===== config.mk =====
export PLATFORM = sky130hd
export DESIGN_NAME = alu_exec_seq
export DESIGN_NICKNAME = d
export VERILOG_FILES = /design/src/rtl/alu_exec_seq.sv
export SDC_FILE = /design/constraint.sdc
export NUM_CORES = 1
export LEC_CHECK = 0
export BUFFER_PORTS_ARGS = -buffer_cell sky130_fd_sc_hd__clkbuf_2
export CORE_MARGIN = 2
export CORE_UTILIZATION = 42
export CTS_BUF_LIST = sky130_fd_sc_hd__clkbuf_4 sky130_fd_sc_hd__clkbuf_8
export CTS_CLUSTER_SIZE = 8
export DETAILED_ROUTE_END_ITERATION = 16
export GPL_TIMING_DRIVEN = 0
export PLACE_DENSITY = 0.82
export SETUP_SLACK_MARGIN = 0.15
export SYNTH_ARGS = -nofsm -noshare
export SYNTH_HDL_FRONTEND = slang
export SYNTH_SLANG_ARGS = --single-unit

===== constraint.sdc =====
create_clock -name clk -period 1.5 [get_ports clk]
set_input_delay 0 -clock clk [delete_from_list [all_inputs] [get_ports clk]]
set_output_delay 0 -clock clk [all_outputs]
set_load 0.05 [all_outputs]

===== src/rtl/alu_exec_seq.sv =====
// Execute sequencer in front of the 16-bit SAP ALU. It latches a command,
// drives the ALU from its registers, writes the result back into the
// accumulator, and returns a valid/ready response.
module alu_exec_seq #(
    parameter int unsigned WIDTH = 16,
    parameter int unsigned OP_W  = 4
) (
    input  logic             clk,
    input  logic             rst_n,
    input  logic             cmd_valid,
    output logic             cmd_ready,
    input  logic [OP_W-1:0]  cmd_op,
    input  logic [WIDTH-1:0] cmd_operand,
    output logic [WIDTH-1:0] alu_a,
    output logic [WIDTH-1:0] alu_b,
    output logic [OP_W-1:0]  alu_op,
    input  logic [WIDTH-1:0] alu_result,
    input  logic [1:0]       alu_flag,
    output logic             rsp_valid,
    input  logic             rsp_ready,
    output logic [WIDTH-1:0] rsp_data,
    output logic [1:0]       rsp_flags,
    output logic             rsp_err,
    output logic [WIDTH-1:0] acc_out
);

    typedef enum logic [1:0] {
        IDLE = 2'd0,
        EXEC = 2'd1,
        RESP = 2'd2
    } state_t;

    // Opcodes below LDA are handed to the ALU; those above CLR are illegal.
    localparam logic [OP_W-1:0] OP_LDA = OP_W'(8);
    localparam logic [OP_W-1:0] OP_CLR = OP_W'(9);

    state_t           state;
    logic [WIDTH-1:0] acc;
    logic [WIDTH-1:0] operand_r;
    logic [OP_W-1:0]  op_r;
    logic [1:0]       flags;

    // The ALU only ever sees registered values, never the cmd_* inputs directly.
    assign alu_a     = acc;
    assign alu_b     = operand_r;
    assign alu_op    = op_r;
    assign rsp_data  = acc;
    assign rsp_flags = flags;
    assign acc_out   = acc;

    // Sequencer: accept, execute and write back, then hold the response until it is taken.
    always_ff @(posedge clk) begin
        if (!rst_n) begin
            state     <= IDLE;
            acc       <= '0;
            operand_r <= '0;
            op_r      <= '0;
            flags     <= 2'b00;
            rsp_err   <= 1'b0;
            cmd_ready <= 1'b1;
            rsp_valid <= 1'b0;
        end else begin
            case (state)
                IDLE: begin
                    if (cmd_valid) begin
                        op_r      <= cmd_op;
                        operand_r <= cmd_operand;
                        cmd_ready <= 1'b0;
                        state     <= EXEC;
                    end
                end
                EXEC: begin
                    if (op_r < OP_LDA) begin
                        acc     <= alu_result;
                        flags   <= alu_flag;
                        rsp_err <= 1'b0;
                    end else if (op_r == OP_LDA) begin
                        acc     <= operand_r;
                        flags   <= {1'b0, operand_r == '0};
                        rsp_err <= 1'b0;
                    end else if (op_r == OP_CLR) begin
                        acc     <= '0;
                        flags   <= 2'b01;
                        rsp_err <= 1'b0;
                    end else begin
                        rsp_err <= 1'b1;
                    end
                    rsp_valid <= 1'b1;
                    state     <= RESP;
                end
                RESP: begin
                    if (rsp_ready) begin
                        rsp_valid <= 1'b0;
                        cmd_ready <= 1'b1;
                        state     <= IDLE;
                    end
                end
                default: begin
                    rsp_valid <= 1'b0;
                    cmd_ready <= 1'b1;
                    state     <= IDLE;
                end
            endcase
        end
    end

endmodule


==> results.json <==
{
  "period_minus_slack_ps": 1320,
  "io_buffers": 114,
  "synth.distinct_cells": 24,
  "power-per-cell-area_mw_per_mm2": 1040,
  "cp.required_ps": 1740,
  "syn_avg_cell_area_um2": 8.50,
  "timing.rr.start": "alu_op[2]$_SDFFE_PN0P_",
  "worst_pin_slew_ps": 546,
  "syn_nets": 287,
  "combPwrFrac_pct": 34.7,
  "fmax_ghz": 0.757,
  "grt_overflow": 0,
  "drt_wl_total_um": 5950,
  "skew_ps": 5.28,
  "die_w_um": 74.4,
  "diodes": 0,
  "tns_ps": 0,
  "cp_max_fo": 5,
  "clk_latency_ps": 300,
  "final_cell_mix": "clkbuf_2, nand2_1, dfxtp_1",
  "wl_per_cell_um": 12.9,
  "timing.rr.end": "acc_out[10]$_SDFFE_PN0P_",
  "path_clk_slew_ps": 80,
  "crit_arrival_ps": 1560,
  "p_sw_mw": 1.22,
  "period_share_pct": 88.0,
  "min_to": "state[1]$_SDFFE_PN0P_",
  "end_kind": "flip-flop",
  "drc": 0,
  "swShare_pct": 37.4,
  "post-place-ws_ps": -11.9,
  "drive_above_1_share_pct": 45.8,
  "drtIter0Drc": 104,
  "num-nets-final": 434,
  "die_area_mm2": 0.00554,
  "fillers": 427,
  "path_cells": "nor4b_4 -> buf_4 -> buf_2 -> a21oi_1 -> nand2_1 -> o211a_1",
  "grt_max_degree": 13,
  "r2r_cells": 6,
  "syn_inst": 245,
  "seqPwrFrac_pct": 40.3,
  "via_per_inst": 4.65,
  "grt_pass1_wl_um": 9180,
  "place_area_mm2": 0.00275,
  "clockPowerShare_pct": 25.0,
  "status": "complete, no violations",
  "multi_input_area_um2": 912,
  "peakVddDrop_v": 0.000562,
  "place.gp.congestion": 0.773,
  "worstSetupPathType": "flip-flop to flip-flop",
  "area_growth_syn_to_layout_pct": 50.8,
  "total_power_mw": 3.26,
  "stdcell_area_mm2": 0.00314,
  "hp-class": "input pin to flip-flop",
  "cts_tree": "built",
  "fin_ws_ps": 180,
  "ff2ff_setup_slack_ps": 180,
  "grt_setup_unrepaired": "false",
  "yosysSeqAreaShare_pct": 41.3,
  "intPower_mw": 2.04,
  "core_area_mm2": 0.00475,
  "cts_root_buffer": "clkbuf_8",
  "leakagePower_nw": 1.71,
  "htreeDepth": 2,
  "vias": 2140,
  "finalSetupViolations": 0,
  "hpwl_um": 4430,
  "final-seq-area_um2": 878,
  "slew_headroom_pct": 63.6,
  "synth-seq-cells": 43,
  "grt_pass1_vias": 1887,
  "clock-sinks": 43,
  "syn_area_mm2": 0.00208,
  "cts_inserted_buffers": 5,
  "cts.path.max_buffers": 2,
  "die_h_um": 74.4,
  "hold_violations": 0,
  "antenna_found_initial": 0,
  "rows": 25,
  "hold_depth": 4,
  "drv_cap": 0,
  "firstDrtPassIters": 4,
  "worst_hold_startpoint": "rsp_ready",
  "antenna_left": 0,
  "boundaryPins": 115,
  "grt_usage_pct": 21.9,
  "crit_slowest_cell": "dfxtp_4",
  "cp-start-kind": "flip-flop",
  "initial_core_util_pct": 43.8,
  "final_common_cell": "clkbuf_2",
  "finalMaxSlewViolations": 0,
  "slowest_delay_ps": 360,
  "ys_warn_count": 0
}
-- Yosys cell counts --
cell type / instances / share of area [%]
o221a_2: 1 / 0.54
inv_1: 1 / 0.18
a21boi_0: 21 / 7.6
o21ai_0: 4 / 0.96
buf_6: 1 / 0.54
nor3b_1: 1 / 0.36
clkbuf_1: 7 / 1.3
buf_2: 4 / 0.96
o22a_1: 1 / 0.42
o22ai_1: 1 / 0.30
nor2_1: 4 / 0.72
buf_4: 35 / 13
o211a_1: 16 / 7.7
nor4_1: 4 / 1.2
a21oi_1: 19 / 4.6
and2_1: 2 / 0.60
nor4b_4: 1 / 1.1
nor2b_2: 1 / 0.42
nand2_1: 57 / 10
dfxtp_1: 43 / 41
nand3_1: 1 / 0.24
nand3b_1: 2 / 0.72
nand2b_1: 1 / 0.30
nor2b_1: 17 / 5.1
-- area by class of cell --
cell class              count  area share, %
clock buffers               8           3.31
repair buffers            140           26.2
flip-flops and latches     43           28.0
inverters                   1          0.120
plain buffers              47           10.7
multi-input cells         154           29.0
well taps                  67           2.67
-- repair_timing --
action | CTS | global route
resized for setup | 4 | 13
hold buffers | 22 | 0
buffers inserted | 1 | 2
hold endpoints to repair | 21 | 0
pin swaps | 1 | 2
gates cloned | 0 | 1
endpoints found under the setup margin | 22 | 36
-- flip-flops by register name (all words and copies together) (netlist names) --
register   flops
rsp_valid      1
cmd_ready      1
alu_op         4
acc_out       16
alu_b         16
rsp_flags      2
rsp_err        1
state          2
-- critical path: cells and delay by family (launching register included) --
family	cells	cell delay, ps
AO/OA/AOI/OAI	2	210
buffers and inverters	2	340
flip-flops	1	360
AND/OR/NAND/NOR	2	350
-- per-layer routing --
metal  track usage [%]  vias up  wire (um)
li1                  -     1087          -
met1              27.6      975       2540
met2              37.4       74       2990
met3              5.15        4        367
met4              6.55        0         56
met5                 0        -          0
-- how the worst max path moves through the flow --
stage | startpoint | end | slack [ps] | cells after the start
6_report | alu_op[2]$_SDFFE_PN0P_ | acc_out[10]$_SDFFE_PN0P_ | 180 | 6
5_1_grt | alu_op[2]$_SDFFE_PN0P_ | acc_out[9]$_SDFFE_PN0P_ | 120 | 6
4_1_cts | state[1]$_SDFFE_PN0P_ | alu_b[11]$_SDFFE_PN0P_ | 160 | 4
3_5_place_dp | alu_op[2]$_SDFFE_PN0P_ | acc_out[4]$_SDFFE_PN0P_ | -10 | 5
3_3_place_gp | alu_op[2]$_SDFFE_PN0P_ | acc_out[4]$_SDFFE_PN0P_ | 30 | 5
2_1_floorplan | alu_op[2]$_SDFFE_PN0P_ | acc_out[10]$_SDFFE_PN0P_ | 150 | 5
-- cell families after synthesis --
kind of cell | share of synthesized area, %
compound gates | 22.0
buf+inv | 15.6
flops | 41.3
simple gates | 21.1
-- power groups by stage --
stage	combinational, mW	clock, mW	sequential (mW)
floorplan	0.554	0	1.59
global placement	1.05	0	1.33
detailed placement	1.07	0	1.34
CTS	1.12	0.829	1.31
global route	1.21	0.884	1.32
finish	1.13	0.814	1.31
-- per-stage QoR --
stage | utilization (%) | hold WS, ps | instances
floorplan | - | 134 | 245
global placement | 57.8 | 224 | 426
detailed placement | 57.8 | 235 | 426
CTS | 65.0 | 73.1 | 457
global route | 66.1 | 72.2 | 460
finish | 66.1 | 69.2 | 460
Note: power is estimated with default switching activity, not from simulation.
